===== config.mk =====
export PLATFORM = sky130hd
export DESIGN_NAME = ped_request_scheduler
export DESIGN_NICKNAME = d
export VERILOG_FILES = /design/src/rtl/sched_pkg.sv /design/src/rtl/btn_debounce.sv /design/src/rtl/ped_request_scheduler.sv
export SDC_FILE = /design/constraint.sdc
export NUM_CORES = 1
export LEC_CHECK = 0
export BUFFER_PORTS_ARGS = -buffer_cell sky130_fd_sc_hd__buf_4
export CORE_UTILIZATION = 40
export CTS_CLUSTER_DIAMETER = 60
export DETAILED_ROUTE_END_ITERATION = 16
export PLACE_DENSITY_LB_ADDON = 0.25
export SLEW_MARGIN = 20
export SYNTH_ARGS = -nofsm -noshare
export SYNTH_HDL_FRONTEND = slang
export SYNTH_SLANG_ARGS = --single-unit

===== constraint.sdc =====
create_clock -name clk -period 3.3 [get_ports clk]
set_input_delay 0.165 -clock clk [delete_from_list [all_inputs] [get_ports clk]]
set_output_delay 0.165 -clock clk [all_outputs]
set_load 0.02 [all_outputs]

===== src/rtl/sched_pkg.sv =====
// Shared types and helpers for the pedestrian request scheduler.
// Provides the scheduler state encoding and the round-robin picker.
package sched_pkg;

   typedef enum logic [1:0] {
      S_IDLE  = 2'd0,
      S_OFFER = 2'd1,
      S_SERVE = 2'd2
   } state_t;

   // Widest request vector the picker handles (NREQ <= 8).
   localparam int MAX_REQ = 8;

   // First set bit of pending at or above rr_ptr, wrapping mod n.
   // Only called when pending is non-zero.
   function automatic logic [2:0] rr_pick(
      input logic [MAX_REQ-1:0] pending,
      input logic [2:0]         rr_ptr,
      input int                 n
   );
      logic [2:0] pick;
      logic       found;
      int         idx;
      pick  = rr_ptr;
      found = 1'b0;
      for (int k = 0; k < MAX_REQ; k++) begin
         idx = (int'(rr_ptr) + k) % n;
         if (k < n && !found && pending[idx]) begin
            pick  = 3'(idx);
            found = 1'b1;
         end
      end
      return pick;
   endfunction

endpackage


===== src/rtl/btn_debounce.sv =====
// One push-button: 2-FF synchronizer plus stability counter.
// Ports: clk, reset (async, high), btn_n (raw, active-low), pressed (debounced).
module btn_debounce
   import sched_pkg::*;
#(
   parameter int DEBOUNCE_CYCLES = 1_000_000
) (
   input  logic clk,
   input  logic reset,
   input  logic btn_n,
   output logic pressed
);

   localparam int CW = (DEBOUNCE_CYCLES > 1) ? $clog2(DEBOUNCE_CYCLES) : 1;
   localparam logic [CW-1:0] CNT_LAST = CW'(DEBOUNCE_CYCLES - 1);

   logic          meta;
   logic          sync;
   logic [CW-1:0] cnt;

   // Synchronize the inverted level so reset value 0 means released.
   always_ff @(posedge clk or posedge reset) begin
      if (reset) begin
         meta    <= 1'b0;
         sync    <= 1'b0;
         cnt     <= '0;
         pressed <= 1'b0;
      end else begin
         meta <= ~btn_n;
         sync <= meta;
         if (sync == pressed) begin
            cnt <= '0;
         end else if (cnt == CNT_LAST) begin
            pressed <= sync;
            cnt     <= '0;
         end else begin
            cnt <= cnt + 1'b1;
         end
      end
   end

endmodule


===== src/rtl/ped_request_scheduler.sv =====
// Debounces NREQ crosswalk buttons, latches requests and offers them
// round-robin to the light controller with a valid/ack handshake.
// Ports: clk, reset, btn_n[NREQ], slot_open, grant_ack, ped_done ->
//   grant_valid, grant_id, pending[NREQ], busy, timeout_err.
// Optional macro SCHED_TIMEOUT_EN withdraws an unacknowledged offer.
module ped_request_scheduler
   import sched_pkg::*;
#(
   parameter int NREQ            = 4,
   parameter int DEBOUNCE_CYCLES = 1_000_000,
   parameter int ACK_TIMEOUT     = 64
) (
   input  logic                    clk,
   input  logic                    reset,
   input  logic [NREQ-1:0]         btn_n,
   input  logic                    slot_open,
   input  logic                    grant_ack,
   input  logic                    ped_done,
   output logic                    grant_valid,
   output logic [$clog2(NREQ)-1:0] grant_id,
   output logic [NREQ-1:0]         pending,
   output logic                    busy,
   output logic                    timeout_err
);

   localparam int IW = $clog2(NREQ);

   state_t          state;
   logic [NREQ-1:0] level;
   logic [NREQ-1:0] level_q;
   logic [NREQ-1:0] rise;
   logic [NREQ-1:0] pend;
   logic [NREQ-1:0] clr;
   logic [IW-1:0]   id;
   logic [IW-1:0]   rr_ptr;
   logic [IW-1:0]   pick;
   logic [IW-1:0]   next_ptr;
   logic            ack_ok;
   logic            expire;

   for (genvar gi = 0; gi < NREQ; gi++) begin : g_btn
      btn_debounce #(
         .DEBOUNCE_CYCLES(DEBOUNCE_CYCLES)
      ) u_db (
         .clk    (clk),
         .reset  (reset),
         .btn_n  (btn_n[gi]),
         .pressed(level[gi])
      );
   end

   assign rise     = level & ~level_q;
   assign ack_ok   = (state == S_OFFER) && grant_ack;
   assign pick     = IW'(rr_pick(MAX_REQ'(pend), 3'(rr_ptr), NREQ));
   assign next_ptr = (id == IW'(NREQ - 1)) ? '0 : id + 1'b1;
   // Ack clears after the press is merged, so a same-cycle press is lost.
   assign clr      = ack_ok ? (NREQ'(1) << id) : '0;

`ifdef SCHED_TIMEOUT_EN
   localparam int TW = (ACK_TIMEOUT > 1) ? $clog2(ACK_TIMEOUT) : 1;

   logic [TW-1:0] to_cnt;
   logic          err;

   // Ack in the expiry cycle takes priority.
   assign expire = (state == S_OFFER) && !grant_ack &&
                   (to_cnt == TW'(ACK_TIMEOUT - 1));

   always_ff @(posedge clk or posedge reset) begin
      if (reset) begin
         to_cnt <= '0;
         err    <= 1'b0;
      end else begin
         if (state != S_OFFER) to_cnt <= '0;
         else                  to_cnt <= to_cnt + 1'b1;
         if (expire) err <= 1'b1;
      end
   end

   assign timeout_err = err;
`else
   assign expire      = 1'b0;
   assign timeout_err = 1'b0;
`endif

   always_ff @(posedge clk or posedge reset) begin
      if (reset) begin
         state   <= S_IDLE;
         id      <= '0;
         rr_ptr  <= '0;
         pend    <= '0;
         level_q <= '0;
      end else begin
         level_q <= level;
         pend    <= (pend | rise) & ~clr;
         case (state)
            S_IDLE: begin
               if (slot_open && |pend) begin
                  id    <= pick;
                  state <= S_OFFER;
               end
            end
            S_OFFER: begin
               if (grant_ack) begin
                  rr_ptr <= next_ptr;
                  state  <= S_SERVE;
               end else if (expire) begin
                  state <= S_IDLE;
               end
            end
            S_SERVE: begin
               if (ped_done) state <= S_IDLE;
            end
            default: state <= S_IDLE;
         endcase
      end
   end

   assign grant_valid = (state == S_OFFER);
   assign busy        = (state == S_SERVE);
   assign grant_id    = id;
   assign pending     = pend;

endmodule


==> impl_metrics.env <==
export IMPL_power_share_sequential_pct=49.5
export IMPL_endpoint_kind="flop"
export IMPL_syn2layout_area_growth_pct=12.40
export IMPL_slew_headroom_pct=30.48
export IMPL_clk_latency_ns=0.35
export IMPL_ys_seq_area_share_pct=51.96
export IMPL_antenna_found_initial=0
export IMPL_cap_violations=0
export IMPL_via_count=3735
export IMPL_cts_tree="built"
export IMPL_power_total_mw=2.985
export IMPL_hold_viol_final=0
export IMPL_cp_required_ns=3.57
export IMPL_min_path_type="input pin to flop"
export IMPL_async_flop_share_pct=100.0
export IMPL_totalWireLength_um=9670
export IMPL_grt_setup_unrepaired="false"
export IMPL_dr_pass1_iters=4
export IMPL_drt_iter0_markers=239
export IMPL_clockBufferDepth=2
export IMPL_fin_util_pct=46.99
export IMPL_grt_use_met1_pct=21.77
export IMPL_power_switching_share_pct=27.52
export IMPL_worstMarginPinSlew_ns=1.028
export IMPL_r2r_end="g_btn[3].u_db.cnt[18]"
export IMPL_ctsHoldBuffers=6
export IMPL_finalNonFillerCells=704
export IMPL_track_usage_pct=16.67
export IMPL_ant_nets=0
export IMPL_diodes=0
export IMPL_cts_setup_buffers=0
export IMPL_io_pins=18
export IMPL_p_clk_share_pct=36.1
export IMPL_startpoint="g_btn[3].u_db.cnt[0]"
export IMPL_grt_max_degree=61
export IMPL_cp_endpoint="g_btn[3].u_db.cnt[18]"
export IMPL_netlist_area_sq_mm=0.005105
export IMPL_cts_buffers=9
export IMPL_r2r_cells=5
export IMPL_via_per_inst=5.305
export IMPL_initial_utilization_pct=41.80
export IMPL_cp_max_fo=5
export IMPL_synth_fp_nets=530
export IMPL_grt_pass1_wl_um=17280
export IMPL_synth_edf_count=0
export IMPL_internal_power_mw=2.163
export IMPL_status="finished, final reports clean"
export IMPL_final_setup_viol_count=0
export IMPL_power_density_mw_per_mm2=520.2
export IMPL_p_sw_mw=0.8216
export IMPL_grtUsageMet2_pct=26.67
export IMPL_fp_row_count=40
export IMPL_clock_sinks=106
export IMPL_cp_arrival_ns=2.36
export IMPL_nFillCells=1191
export IMPL_fp_dieH_um=115.0
export IMPL_grt_util_met3_pct=4.692
export IMPL_path_clk_slew_ns=0.07
export IMPL_drive_gt1_share_pct=8.022
export IMPL_ys_ff_latch=106
export IMPL_yosysUniqueCellTypes=45
export IMPL_grt_busiest_layer="met2"
export IMPL_clock_skew_ns=0.007575
export IMPL_synthFlopType="dfrtp_1"
export IMPL_synth_area_per_cell_sq_um=9.951
export IMPL_die_x_um=115.0
export IMPL_leakage_nw=2.392
export IMPL_fmax_mhz=480.7
export IMPL_ff2ff_setup_slack_ns=1.22
export IMPL_dp_hpwl_um=6561
export IMPL_worstSetupPathType="flop to flop"
export IMPL_final_nets=548
export IMPL_slew_viol_final=0
export IMPL_gp_congestion=0.7915
export IMPL_reg2reg_from="g_btn[3].u_db.cnt[0]"
export IMPL_port_buffers=16
export IMPL_core_sq_mm=0.01221
export IMPL_yosys_warnings=0
export IMPL_min_period_ns=2.080
export IMPL_overflow=0
export IMPL_post_route_period_util_pct=63.04
export IMPL_p_comb_share_pct=14.4
export IMPL_dp_cells=682
export IMPL_cts_resized=0
export IMPL_start_kind="flop"
export IMPL_drt_drc_violations_left=0
export IMPL_fin_setup_tns_ns=0
export IMPL_htreeDepth=3
export IMPL_wl_per_cell_um=13.74
export IMPL_dieArea_sq_mm=0.01322
export IMPL_irDropWorstVdd_mv=0.5184
export IMPL_first_global_vias=3599
export IMPL_syn_instance_count=513
export IMPL_clockRootBuffer="clkbuf_16"
==> through the flow <==
step           setup WS (ns)  instance area (sq um)  hold WS, ns
2_1_floorplan         0.3461                   5105       0.2244
3_3_place_gp           1.321                   5380       0.3085
3_5_place_dp           1.254                   5380       0.3107
4_1_cts                1.243                   5738       0.1117
5_1_grt                1.001                   5738       0.1175
6_report               1.220                   5738       0.1187
==> power groups by stage <==
| stage | combinational (mW) | sequential [mW] | clock (mW) |
|---|---|---|---|
| finish | 0.429 | 1.48 | 1.08 |
| global route | 0.484 | 1.49 | 1.17 |
| CTS | 0.439 | 1.48 | 1.11 |
| detailed placement | 0.430 | 1.50 | 0 |
| global placement | 0.418 | 1.50 | 0 |
| floorplan | 0.237 | 1.51 | 0 |
==> critical path, cell delays in order (launching register included) <==
cell     delay, ns
dfrtp_1       0.42
ha_1          0.25
nand4_1       0.20
or4_1         0.63
or3_1         0.34
a21oi_1       0.16
==> kinds of logic after synthesis <==
family / count (synthesis) / share of synthesized area, %
buffers and inverters: 40 / 3.358
other: 1 / 0.07346
XOR/XNOR: 54 / 9.265
flip-flops: 106 / 51.96
multiplexers: 5 / 1.078
AO/OA/AOI/OAI: 66 / 7.598
AND/OR/NAND/NOR: 233 / 24.71
adder cells (fa/ha/maj): 8 / 1.961
==> state kept, by name (all words and copies together), names as in the netlist <==
signal,flops
g_btn.u_db.cnt,80
g_btn.u_db.meta,4
g_btn.u_db.pressed,4
g_btn.u_db.sync,4
level_q,4
pending,4
grant_id,2
rr_ptr,2
state,2
==> per-layer routing <==
layer	routed length, um	share of wire [%]
met1	4679	48
met2	4567	47
met3	287	3.0
met4	136	1.4
met5	0	0
==> synth_stat cells (3+ instances only) <==
| library cell | number | area, sq um |
|---|---|---|
| nor4_1 | 9 | 56.30 |
| and3_1 | 4 | 25.02 |
| buf_4 | 3 | 22.52 |
| a21oi_1 | 31 | 155.2 |
| nor2b_1 | 4 | 25.02 |
| ha_1 | 8 | 100.1 |
| inv_1 | 21 | 78.83 |
| and4_1 | 12 | 105.1 |
| xnor2_1 | 20 | 175.2 |
| nor3_1 | 8 | 40.04 |
| o31ai_1 | 8 | 60.06 |
| or4b_1 | 3 | 30.03 |
| and2_1 | 6 | 37.54 |
| nand4_1 | 24 | 150.1 |
| or4_1 | 10 | 75.07 |
| o21ai_0 | 18 | 90.09 |
| nand3_1 | 29 | 145.1 |
| nand2_1 | 34 | 127.6 |
| xor2_1 | 34 | 297.8 |
| nor4b_1 | 3 | 26.28 |
| buf_2 | 8 | 40.04 |
| clkbuf_1 | 8 | 30.03 |
| or3_1 | 15 | 93.84 |
| nor2_1 | 63 | 236.5 |
| dfrtp_1 | 106 | 2653 |
==> how the worst min path moves through the flow <==
stage	cells after the start	startpoint	endpoint
finish	3	grant_ack	state[0]
global route	3	grant_ack	state[0]
CTS	3	grant_ack	state[0]
detailed placement	2	btn_n[3]	g_btn[3].u_db.meta
global placement	2	btn_n[3]	g_btn[3].u_db.meta
floorplan	1	btn_n[0]	g_btn[0].u_db.meta
==> area by class of cell <==
class	instances	area [sq um]	share of cell area [%]
Clock buffer	12	246.5	4.296
Clock inverter	4	51.30	0.8940
Inverter	21	81.33	1.417
Multi-Input combinational cell	367	2286	39.84
Sequential cell	106	2653	46.23
Tap cell	168	210.2	3.663
Timing Repair Buffer	26	210.2	3.663
==> placed cells by master, fill, tap and decap left out, types with 2 or more instances in the layout <==
cell           count
nor4b_1            3
or4b_1             3
o31ai_1            7
nand3_1           29
and4_1            12
ha_1               8
nand2_1           34
a21oi_1           31
mux2_2             2
buf_4             20
clkbuf_16          9
mux2_1             2
nor3_1             8
nor2_1            63
or3_1             15
and2_1             6
clkbuf_1           2
nand2b_1           2
or4_1             10
nand4b_1           2
and3_1             4
dfrtp_1          106
nor4_1             9
xor2_1            34
xnor2_1           20
inv_1             20
dlygate4sd3_1      6
nand4_1           24
nor2b_1            4
o21ai_0           18
(Power assumes the default switching activity.)
